===== src/rtl/ao486_rst_seq_pkg.sv =====
// rtl/ao486_rst_seq_pkg.sv - shared types and constants for the ao486 reset sequencer
package ao486_rst_seq_pkg;

  typedef enum logic [1:0] {
    ST_HOLD       = 2'd0,
    ST_WAIT_READY = 2'd1,
    ST_PERIPH     = 2'd2,
    ST_RUN        = 2'd3
  } seq_state_t;

  localparam logic [1:0] ADDR_CTRL    = 2'd0;
  localparam logic [1:0] ADDR_STRETCH = 2'd1;
  localparam logic [1:0] ADDR_STATUS  = 2'd2;
  localparam logic [1:0] ADDR_RSVD    = 2'd3;

  localparam int unsigned STRETCH_RST_DEFAULT = 16;
  localparam int unsigned CNT_W_DEFAULT       = 16;
  localparam logic        HOLD_RST            = 1'b1;

endpackage


===== src/rtl/ao486_rst_sequencer.sv =====
// rtl/ao486_rst_sequencer.sv - boot/restart reset sequencer for the ao486 core and peripherals
// Software releases HOLD; the block waits for memory, stretches peripheral-only reset, then runs.
module ao486_rst_sequencer
  import ao486_rst_seq_pkg::*;
#(
  parameter int unsigned STRETCH_RST = STRETCH_RST_DEFAULT,
  parameter int unsigned CNT_W       = CNT_W_DEFAULT
) (
  input  logic        clk_sys,
  input  logic        rst,
  input  logic [1:0]  address,
  input  logic        read,
  input  logic        write,
  input  logic [31:0] writedata,
  output logic [31:0] readdata,
  input  logic        mem_ready,
  output logic        periph_rst,
  output logic        ao486_rst,
  output logic        running
);

  seq_state_t       state;
  seq_state_t       state_next;
  logic             hold_bit;
  logic [15:0]      stretch;
  logic [15:0]      counter;
  logic [CNT_W-1:0] restart_cnt;

  logic             ctrl_wr;
  logic             stretch_wr;
  logic             force_hold;
  logic [15:0]      load_val;
  logic [15:0]      cnt_view;
  logic [31:0]      read_mux;
  logic             unused_writedata;

  assign ctrl_wr          = write && (address == ADDR_CTRL);
  assign stretch_wr       = write && (address == ADDR_STRETCH);
  assign force_hold       = ctrl_wr && (writedata[0] || writedata[1]);
  // A zero stretch still yields one PERIPH cycle so the peripherals see reset release first.
  assign load_val         = (stretch == 16'd0) ? 16'd1 : stretch;
  assign cnt_view         = 16'(restart_cnt);
  assign unused_writedata = ^writedata[31:16];

  always_comb begin
    state_next = state;
    if (force_hold) begin
      state_next = ST_HOLD;
    end else if (!mem_ready && (state == ST_PERIPH || state == ST_RUN)) begin
      state_next = ST_HOLD;
    end else begin
      case (state)
        ST_HOLD:       if (!hold_bit) state_next = ST_WAIT_READY;
        ST_WAIT_READY: if (mem_ready) state_next = ST_PERIPH;
        ST_PERIPH:     if (counter == 16'd1) state_next = ST_RUN;
        ST_RUN:        state_next = ST_RUN;
        default:       state_next = ST_HOLD;
      endcase
    end
  end

  always_comb begin
    read_mux = 32'd0;
    case (address)
      ADDR_CTRL:    read_mux = {31'd0, hold_bit};
      ADDR_STRETCH: read_mux = {16'd0, stretch};
      ADDR_STATUS:  read_mux = {cnt_view, 13'd0, mem_ready, state};
      ADDR_RSVD:    read_mux = 32'd0;
    endcase
  end

  always_ff @(posedge clk_sys or posedge rst) begin
    if (rst) begin
      state       <= ST_HOLD;
      hold_bit    <= HOLD_RST;
      stretch     <= 16'(STRETCH_RST);
      counter     <= 16'd0;
      restart_cnt <= '0;
      readdata    <= 32'd0;
      periph_rst  <= 1'b1;
      ao486_rst   <= 1'b1;
      running     <= 1'b0;
    end else begin
      state <= state_next;
      if (ctrl_wr)    hold_bit <= writedata[0];
      if (stretch_wr) stretch  <= writedata[15:0];

      // The count is latched on PERIPH entry, so STRETCH writes only affect later passes.
      if (state == ST_WAIT_READY && state_next == ST_PERIPH) begin
        counter <= load_val;
      end else if (state == ST_PERIPH) begin
        counter <= counter - 16'd1;
      end

      if (state_next == ST_RUN && state != ST_RUN && restart_cnt != '1) begin
        restart_cnt <= restart_cnt + CNT_W'(1);
      end

      if (read) readdata <= read_mux;

      periph_rst <= (state_next == ST_HOLD) || (state_next == ST_WAIT_READY);
      ao486_rst  <= (state_next != ST_RUN);
      running    <= (state_next == ST_RUN);
    end
  end

endmodule

===== config.mk =====
export PLATFORM = sky130hd
export DESIGN_NAME = ao486_rst_sequencer
export DESIGN_NICKNAME = d
export VERILOG_FILES = /design/src/rtl/ao486_rst_seq_pkg.sv /design/src/rtl/ao486_rst_sequencer.sv
export SDC_FILE = /design/constraint.sdc
export NUM_CORES = 1
export LEC_CHECK = 0
export ABC_AREA = 1
export CAP_MARGIN = 20
export CORE_MARGIN = 2
export CORE_UTILIZATION = 45
export CTS_CLUSTER_SIZE = 40
export DETAILED_ROUTE_END_ITERATION = 7
export GPL_TIMING_DRIVEN = 0
export PLACE_DENSITY = 0.69
export REMOVE_ABC_BUFFERS = 1
export SLEW_MARGIN = 20
export SYNTH_ARGS = -nofsm -noshare
export SYNTH_HDL_FRONTEND = slang
export SYNTH_SLANG_ARGS = --single-unit

===== constraint.sdc =====
create_clock -name clk_sys -period 4.4 [get_ports clk_sys]
set_input_delay 0.88 -clock clk_sys [delete_from_list [all_inputs] [get_ports clk_sys]]
set_output_delay 0.88 -clock clk_sys [all_outputs]
set_load 0.01 [all_outputs]

======== Yosys cells after proc, flatten, opt, wreduce, memory -nomap -nowiden ========
Cells that the tools add are included.
word-level totals
  register bits after elaboration ......... 86
  bits in latches ......................... 0
  memory bits (writable) .................. 0
  bits in read-only memories .............. 0
  input port bits ......................... 39
  output and inout port bits .............. 35
  logic and storage cells ................. 50
  memories ................................ 0
cells by class
  $add $sub $neg .......................... 2
  multiply operators ...................... 0
  div/mod/pow operators ................... 0
  magnitude comparators ................... 0
  eq/ne operators ......................... 13
  shift-type cells ........................ 0
  muxes and demuxes ....................... 10
  bitwise operators ....................... 0
  reduce and logical (&&, ||, !) cells .... 16
operators by type and width
  operator               count
  $pmux 32 s4            1
  $mux 16                3
  $add 16x1->16 const B  1
  $eq 16x1->1 const B    1
  $logic_not 16->1       1
  $ne 16x16->1 const B   1
  $sub 16x1->16 const B  1
  $eq 2x2->1 const B     6
  $mux 2                 5
  $pmux 2 s4             1
  $logic_and 1x1->1      7
  $eq 2x1->1 const B     3
  $logic_not 2->1        3
  $ne 2x2->1 const B     2
  $logic_or 1x1->1       3
  $reduce_bool 2->1      1
  $logic_not 1->1        1

======== Logic depth before layout (Yosys ltp) ========
Gate-level depths: netlist of run 1.
  depth after elaboration ................. 8
  mapped depth ............................ 13
  depth with buffers taken out ............ 12

======== Least setup slack after synthesis of run 1 ========
No wires, ideal clock.
  path kind ............................... input to register
  start ................................... input writedata[0]
  end ..................................... register restart_cnt[10] (netlist: cnt_view[10])
  library setup time ...................... 121 ps
  arrival time ............................ 1,778 ps
  data required time ...................... 4,279 ps
  path slack .............................. 2,501 ps
  stages .................................. 9
  buffers on the path ..................... 1
  path through ............................ inv_1 -> nand2_1 -> nand3_1 -> o21ai_0 -> inv_1 -> nand4_2 -> buf_2 -> o21bai_1 -> nand2_1
on the way
  longest elaborated chain between the ends .. 6
ends and longest elaborated chain
  element                         line                       source
  from (decl)                     ao486_rst_sequencer.sv:14  input logic [31:0] writedata,
  $logic_or 1x1->1                ao486_rst_sequencer.sv:39  assign force_hold = ctrl_wr && (writedata[0] || writedata[1]);
  $logic_and 1x1->1               ao486_rst_sequencer.sv:39
  $mux 2                          ao486_rst_sequencer.sv:47  if (force_hold) begin
  $eq 2x2->1                      ao486_rst_sequencer.sv:95  if (state_next == ST_RUN && state != ST_RUN && restart_cnt != '1) begin
  $logic_and 1x1->1 (2 in a row)  ao486_rst_sequencer.sv:95
  to (signal assigned)            ao486_rst_sequencer.sv:96  restart_cnt <= restart_cnt + CNT_W'(1);
  to (decl)                       ao486_rst_sequencer.sv:27  logic [CNT_W-1:0] restart_cnt;
No other way between the ends.
A chain may end at the register's enable or synchronous reset.

======== Worst setup path in the final report of run 1 ========
  start ................................... input address[1]
  end ..................................... register counter[14]
on the way
  longest elaborated chain between the ends .. 7
  elaborated cells between the ends (all ways) .. 8
  classes of those cells .................. eq/ne (1); mux (2); reduce/logical (5)
ends and longest elaborated chain
  element                                       line                       source
  from (decl)                                   ao486_rst_sequencer.sv:11  input logic [1:0] address,
  $logic_not 2->1 *                             ao486_rst_sequencer.sv:37  assign ctrl_wr = write && (address == ADDR_CTRL);
  $logic_and 1x1->1 *                           ao486_rst_sequencer.sv:37
  $logic_and 1x1->1 *                           ao486_rst_sequencer.sv:39
  $mux 2 *                                      ao486_rst_sequencer.sv:47
  $eq 2x2->1 *                                  ao486_rst_sequencer.sv:89  if (state == ST_WAIT_READY && state_next == ST_PERIPH) begin
  $logic_and 1x1->1 *                           ao486_rst_sequencer.sv:89
  $mux 16 or $reduce_bool 2->1 (tied branches)  n/a
  to (signal assigned)                          ao486_rst_sequencer.sv:90  counter <= load_val;
  to (signal assigned)                          ao486_rst_sequencer.sv:92  counter <= counter - 16'd1;
  to (decl)                                     ao486_rst_sequencer.sv:26  logic [15:0] counter;
Every way passes the cells marked *; elsewhere a longest branch is shown, timed or not.

==> results.json, run 1 <==
{
  "ctsResizeCount": 0,
  "htreeDepth": 3,
  "grt_pass1_wl_um": 16400,
  "avgSynthCellArea_um2": 8.36,
  "place_ws_ps": 1300,
  "slew_headroom_pct": 43.9,
  "setup_ws_ps": 1630,
  "clockBufferDepth": 2,
  "gp_congestion": 0.917,
  "drive_gt1_share_pct": 8.45,
  "portBuffers": 57,
  "worstMarginPinSlew_ps": 840,
  "cts_setup_buffers": 0,
  "grt_max_degree": 51,
  "numClockSinks": 86,
  "setup_viol": 0,
  "p_leak_nw": 2.37,
  "netlist_instances": 525,
  "cts_tree": "done",
  "ys_ff_latch": 86,
  "maxCapViolCount": 0,
  "path_common_cell": "nand3_1",
  "ctsRootBufferMaster": "clkbuf_8",
  "num_vias": 3596,
  "crit_slowest_cell": "nand2_1",
  "syn_area_um2": 4390,
  "rsz0062_at_grt": "no",
  "seq_area_frac_synth_pct": 49.1,
  "final_common_cell": "nand2_1",
  "min_period_ps": 2770,
  "utilization_pct": 54.5,
  "grt_pass1_vias": 3586,
  "crit_path_end_kind": "register",
  "drc_errors": 0,
  "die_area_um2": 10600,
  "post-dp-hpwl_um": 6870,
  "wl_per_cell_um": 13.6,
  "p_per_area_nw_per_um2": 496,
  "cp_max_fo": 13,
  "slew_viol_final": 0,
  "placed_cell_area_um2": 5060,
  "grt_usage_pct": 19.6,
  "hold_viol": 0,
  "fp.dieH_um": 103,
  "ctsHoldBuffers": 0,
  "clk_pin_slew_ps": 70,
  "initial_utilization_pct": 45.5,
  "hold_path_class": "register to register",
  "status": "complete, no violations",
  "layout_common_cells": "100 x nand2_1, 82 x dfrtp_1, 73 x inv_1",
  "vias_per_cell": 5.04,
  "startpoint_type": "primary input",
  "routed_wl_um": 9680,
  "ant_nets": 0,
  "num_io_pins": 74,
  "antenna_found_initial": 0,
  "required_ps": 4620,
  "cp_cell_sequence": "clkdlybuf4s50_1, nor2_1, nand3_1, nand3_1, nand2_1, inv_1, nand2_1, nand3_1",
  "diodes": 0,
  "period_share_pct": 63.0,
  "area.growth.synth_to_final_pct": 19.7,
  "critical_path_class": "primary input to register",
  "fp-row-count": 36,
  "cpPeakStageDelay_ps": 540,
  "critPathArrivalTime_ps": 2990,
  "drtIter0Drc": 116,
  "final_area_um2": 5260,
  "die_w_um": 103,
  "fmax_mhz": 361,
  "clk_latency_ps": 360,
  "clock_skew_ps": 17.0,
  "yosys_warnings": 0,
  "finalNetCount": 617,
  "drt-pass1-iter-count": 4,
  "ir_worst_vdd_v": 0.000238,
  "numCtsBuffers": 9,
  "fp.coreArea_um2": 9640,
  "grt-ovfl-total": 0,
  "ys_types": 38
}
synth_stat cells (all sizes together):
cell type,count,area share (%)
o21bai,15,2.6
nor2,41,3.9
inv,78,6.7
ha,3,0.86
o21ai,51,5.8
nor3,9,1.4
xor2,14,2.8
or2,1,0.14
o211ai,3,0.51
nand4,6,1.0
nor4,4,0.57
nand2,102,8.8
o221ai,3,0.60
a21boi,1,0.17
nand3b,1,0.17
dfrtp,82,47
clkbuf,9,0.77
mux2,14,3.6
a21oi,5,0.57
a31oi,2,0.28
clkinv,1,0.085
dfstp,4,2.4
xnor2,1,0.20
nand3,63,7.6
buf,11,1.6
a41oi,1,0.20
flip-flops by register name, summed over array words and instances (netlist names):
register and flops:
state 2, running 1, readdata 32, cnt_view 16, counter 16, ao486_rst 1, periph_rst 1, hold_bit 1
stretch 16
through the flow:
stage	hold slack [ps]	total power, mW	instances	setup TNS (ps)
finish	501	2.61	713	0
global route	544	2.81	713	0
CTS	511	2.62	713	0
detailed placement	499	2.06	697	0
global placement	496	2.01	695	-6980
floorplan	472	1.76	505	0
worst max-delay path: cells and delay by family:
kind | cells | cell delay, ps
simple gates | 6 | 1340
buf+inv | 2 | 760
worst paths after layout:
kind	cells past startpoint	slack (ps)	from	end
setup reg to reg	7	2340	state[0]	counter[14]
hold / removal	2	500	hold_bit	hold_bit
hold reg to reg	2	500	hold_bit	hold_bit
min in group asynchronous	2	970	rst	readdata[23]
setup / recovery	8	1630	address[1]	counter[14]
max in group asynchronous	3	2770	rst	stretch[4]
per-layer routing:
layer  vias up  part of all wire, %  GRT usage, %
li1       1804                    -             -
met1      1717                   43          23.5
met2        61                   52          35.8
met3        14                  3.1          4.14
met4         0                  1.4          5.16
met5         -                    0             0
power breakdown:
part	internal, mW	total [mW]	switching, mW
logic	0.351	0.841	0.491
clock network	0.295	0.563	0.267
registers	0.999	1.20	0.205
layout make-up:
type / count / area [um2]
Clock buffer: 15 / 166
Clock inverter: 1 / 30.0
Fill cell: 919 / 4380
Inverter: 79 / 299
Multi-Input combinational cell: 340 / 1830
Sequential cell: 86 / 2160
Tap cell: 133 / 166
Timing Repair Buffer: 59 / 606
logic make-up (layout without fill, tap and decap cells):
logic type / Yosys count / count (layout) / synth area share, %
adder cells (fa/ha/maj): 3 / 3 / 0.855
flip-flops: 86 / 86 / 49.1
multiplexers: 14 / 14 / 3.59
AO/OA/AOI/OAI: 81 / 81 / 10.7
buffers and inverters: 99 / 154 / 9.12
AND/OR/NAND/NOR: 227 / 227 / 23.6
XOR/XNOR: 15 / 15 / 2.99
(Power assumes the default switching activity.)
==> run 2: changes to the inputs <==
PLACE_DENSITY = 0.72   (was 0.69)
clock period = 2.4 ns   (was 4.4 ns; I/O delays follow)
==> run 2 against run 1 <==
Against the previous run:
- clock skew down 9.6 ps
- first-iteration DRC count is 22% higher
- sequential share of layout area fell by 0.14 points
- routed wire length increased by 1.3%
- utilization rose by 0.18 points
- highest routed layer unchanged
==> results.json, run 2 (synthesis results as in run 1) <==
{
  "die_w_um": 103,
  "wl_per_cell_um": 13.8,
  "critical_path_class": "primary input to register",
  "die_area_um2": 10600,
  "min_period_ps": 2240,
  "clockPowerShare_pct": 22.4,
  "crit_slowest_cell": "nor2_2",
  "fp-row-count": 36,
  "finalSetupTns_ps": 0,
  "hold_path_class": "primary input to asynchronous set/reset pin",
  "ant_nets": 0,
  "rsz0062_at_grt": "no",
  "utilization_pct": 54.7,
  "worstMarginPinSlew_ps": 747,
  "fp.coreArea_um2": 9640,
  "setup_viol": 0,
  "final_common_cell": "nand2_1",
  "status": "complete, no violations",
  "clk_pin_slew_ps": 80,
  "p_leak_nw": 2.37,
  "slew_headroom_pct": 50.1,
  "nFillCells": 910,
  "maxCapViolCount": 0,
  "ctsRootBufferMaster": "clkbuf_8",
  "grt_max_degree": 53,
  "fmax_mhz": 447,
  "numCtsBuffers": 9,
  "final_area_um2": 5280,
  "drive_gt1_share_pct": 8.81,
  "critPathArrivalTime_ps": 2470,
  "placed_cell_area_um2": 5070,
  "combinationalPowerShare_pct": 32.0,
  "initial_utilization_pct": 45.5,
  "sequentialPowerShare_pct": 45.6,
  "grt_pass1_vias": 3562,
  "regArea_um2": 2160,
  "cpPeakStageDelay_ps": 570,
  "largest_register_ffs": 32,
  "drc_errors": 0,
  "p_switching_mw": 1.79,
  "grt-ovfl-total": 0,
  "required_ps": 2640,
  "antenna_found_initial": 0,
  "startpoint_type": "primary input",
  "portBuffers": 57,
  "cts_tree": "done",
  "post-dp-hpwl_um": 6810,
  "fp.dieH_um": 103,
  "num_vias": 3626,
  "area.growth.synth_to_final_pct": 20.1,
  "clock_skew_ps": 7.32,
  "p_sw_share_pct": 36.9,
  "hold_viol": 0,
  "power.total_mw": 4.84,
  "cp_max_fo": 18,
  "multi_input_area_um2": 1840,
  "num_io_pins": 74,
  "period_share_pct": 93.3,
  "gp_congestion": 0.875,
  "grt_pass1_wl_um": 16400,
  "clk_latency_ps": 350,
  "numClockSinks": 86,
  "ir_worst_vdd_v": 0.000359,
  "diodes": 0,
  "clockBufferDepth": 2,
  "cp_cell_sequence": "clkdlybuf4s50_1, inv_1, nor2_2, nand2_2, mux2_2",
  "finalNetCount": 617,
  "slew_viol_final": 0,
  "worstRegToRegCells": 8,
  "p_per_area_nw_per_um2": 918,
  "routed_wl_um": 9800,
  "layout_common_cells": "99 x nand2_1, 82 x dfrtp_1, 73 x inv_1",
  "crit_path_end_kind": "register",
  "grt_usage_pct": 19.6,
  "intPower_mw": 3.06,
  "regMostFlops": "readdata",
  "cts_setup_buffers": 0,
  "drt-pass1-iter-count": 4,
  "drtIter0Drc": 141,
  "vias_per_cell": 5.09,
  "htreeDepth": 3
}
run 2: repair_timing:
item,in CTS,in global routing
hold buffers,0,0
endpoints found under the setup margin,0,7
resized for setup,0,1
run 2: final timing paths:
check | from | slack (ps) | end
setup / recovery | address[0] | 160 | stretch[5]
hold / removal | rst | 490 | readdata[25]
setup reg to reg | cnt_view[0] | 440 | cnt_view[11]
hold reg to reg | hold_bit | 500 | hold_bit
max in group asynchronous | rst | 1250 | stretch[4]
min in group clk_sys | hold_bit | 500 | hold_bit
run 2: power by group through the flow:
| stage | clock (mW) | combinational, mW | sequential [mW] |
|---|---|---|---|
| after global routing | 1.16 | 1.80 | 2.26 |
| final | 1.08 | 1.55 | 2.21 |
| after global placement | 0 | 1.47 | 2.22 |
| after CTS | 1.11 | 1.56 | 2.21 |
| after floorplan | 0 | 1.07 | 2.16 |
| after detailed placement | 0 | 1.54 | 2.23 |
run 2: final cells by class:
| type | count | area share, % |
|---|---|---|
| clock inverter | 4 | 1.38 |
| clock buffer | 11 | 2.49 |
| inverter | 79 | 5.67 |
| sequential | 86 | 40.9 |
| tap | 133 | 3.15 |
| multi-input combinational | 340 | 34.8 |
| timing repair buffer | 59 | 11.6 |
run 2: metal layers:
metal | track usage (%) | vias to the layer above | part of all wire, %
met5 | 0 | - | 0
met4 | 5.77 | 0 | 0.94
met3 | 3.53 | 13 | 3.5
met2 | 35.0 | 69 | 52
met1 | 24.4 | 1747 | 43
li1 | - | 1797 | -
run 2: worst max-delay path, delay by kind of cell:
family,cells,cell delay (ps)
muxes,1,400
and+or+nand+nor,2,1030
buffers and inverters,2,550
run 2: per-stage QoR:
step	setup WS, ps	hold WS [ps]	instances
4_1_cts	108	502	712
5_1_grt	41.4	518	712
2_1_floorplan	-295	472	505
3_3_place_gp	-1640	494	695
3_5_place_dp	-267	489	697
6_report	162	492	712
==> variant, RTL diff (flow settings as in run 2) <==
Change the package constant `CNT_W_DEFAULT` from 16 to 24.
--- a/src/rtl/ao486_rst_seq_pkg.sv
+++ b/src/rtl/ao486_rst_seq_pkg.sv
@@ -16,3 +16,3 @@
   localparam int unsigned STRETCH_RST_DEFAULT = 16;
-  localparam int unsigned CNT_W_DEFAULT       = 16;
+  localparam int unsigned CNT_W_DEFAULT       = 24;
   localparam logic        HOLD_RST            = 1'b1;
Formal check against the unedited RTL: same outputs for any inputs over 10 cycles, from zero or initial values and one cycle with rst high; that may be too few to reach the edited logic, so the function may still have changed.
==> variant against run 2 <==
Total power increased by 20%; final cell count increased by 22%; worst hold slack improved by 0.0060 ns; synthesized area increased by 21%; fmax increased by 1.8%; cell area increased by 19%; routed wire length increased by 23%; core utilization increased by 0.17 points; worst setup slack improved by 0.041 ns; sequential cell count increased by 8; register-to-register slack got worse by 0.24 ns; critical path depth increased by 4; critical path type unchanged; largest cell class is now multi-input gates.
==> variant: results (changes against run 2) <==
The run gives 0.01057 ns (+0.003255 ns) as the clock skew after layout. Number of non-filler instances in the completed layout: 869 (+22%). The run gives 8472 um (+24%) as the HPWL after detailed placement. The sum of routed wire length over all layers is 12070 um (+23%), and the multiplexer area fraction after synthesis is 0.02116 (-0.01475). The length of routed wiring on met1 is 5015 um (+18%).

By count the netlist is led by sky130_fd_sc_hd__nand2_1 (165), sky130_fd_sc_hd__inv_1 (97), sky130_fd_sc_hd__dfrtp_1 (90). The worst register-to-register path ends at restart_cnt[22]$_DFFE_PP0P_. Among all stages on the critical path, the largest delay is contributed by sky130_fd_sc_hd__clkdlybuf4s50_1. The amount of wire on met2 after detailed routing came out at 6176 um (+21%). The arrival time of the worst setup path was 2.44 ns (-0.03 ns). The cell leakage power came out at 2.839 nW (+20%). The sequential logic power is 2.52 mW (+14%). The tools report the net switching component of the power as 2.228 mW (+25%).

The run gives 0.8879 (+1.5%) as the final weighted congestion in routability-driven placement. The logs give 0.20 ns (-0.24 ns) for the setup slack of the worst register-to-register path and 512 um (+51%) for the routed length on met3. The slew at the pin closest to its max-slew limit was 0.6478 ns (-0.09945 ns); the DRC marker count from the first detailed-route iteration was 173 (+23%). The met3 usage in global routing was 0.05463 (+0.01938); the average cell area after synthesis was 7.921 um^2 (-5.3%).

The average vias per placed instance is 5.173 (+1.6%). The biggest cell delay along the critical path is 0.48 ns (-0.09 ns), and the post-synthesis share of cell area spent on xor and xnor gates is 0.03620 (+0.006278). The tree is rooted in a sky130_fd_sc_hd__clkbuf_16. The area share of fa/ha/maj cells after synthesis is 0.007052 (-0.001497).

The global routing usage summed across all routing layers is 0.2025 (+0.006374), and the quantity of I/O buffers inserted on ports is 57 (unchanged). The via count of the first global-routing pass was 4522 (+27%). The unique cell type count in the Yosys netlist was 39 (+2.6%). The run gives 2 (+2) as the post-cts gate resize count.

The worst register-to-register path begins at restart_cnt[0]$_DFFE_PP0P_. After synthesis, the cell types taking the most area are sky130_fd_sc_hd__dfrtp_1 (42%), sky130_fd_sc_hd__nand2_1 (12%), sky130_fd_sc_hd__inv_1 (6.8%). Family of cells with the greatest summed delay on the critical path: simple AND/OR/NAND/NOR gates. The termination of the worst setup path is counter[15]$_DFFE_PP0P_.

The count of placed standard cells including taps is 852 (+22%). The flow ran to the end, and the final reports show no timing, DRC or antenna violations. The run gives 5 (+1) as the length of the first detailed-routing pass in iterations. The largest net degree at the start of global routing is 62 (+17%). For the final layout net count, the log shows 763 (+24%).

The run gives 0.3573 (+0.007361) as the met2 track demand over resource. The run gives 5979 um^2 (+18%) as the instance area at placement.
## variant: through the flow
step                setup slack (ns)  total power, mW  hold slack [ns]
global route                0.008073            6.266           0.5272
finish                        0.2020            5.810           0.4983
CTS                          0.05994            5.823           0.5133
global placement              -1.929            4.337           0.4843
detailed placement           -0.6382            4.445           0.4947
floorplan                    -0.5220            3.807           0.4718
## variant: cell type report
cell class / count / area, um^2
clock buffer: 14 / 264.0
clock inverter: 2 / 17.52
fill: 1023 / 5172
inverter: 102 / 394.1
multi-input combinational: 455 / 2462
sequential: 94 / 2357
tap: 143 / 178.9
timing repair buffer: 59 / 620.6
## variant: logic make-up (layout without fill, tap and decap cells)
| kind of cell | Yosys count | after routing |
|---|---|---|
| adders and majority gates | 3 | 3 |
| xor gates and xnor gates | 22 | 22 |
| buffers and inverters | 124 | 177 |
| and+or+nand+nor | 337 | 338 |
| AOI/OAI and AO/OA | 82 | 82 |
| muxes | 10 | 10 |
| DFF | 94 | 94 |
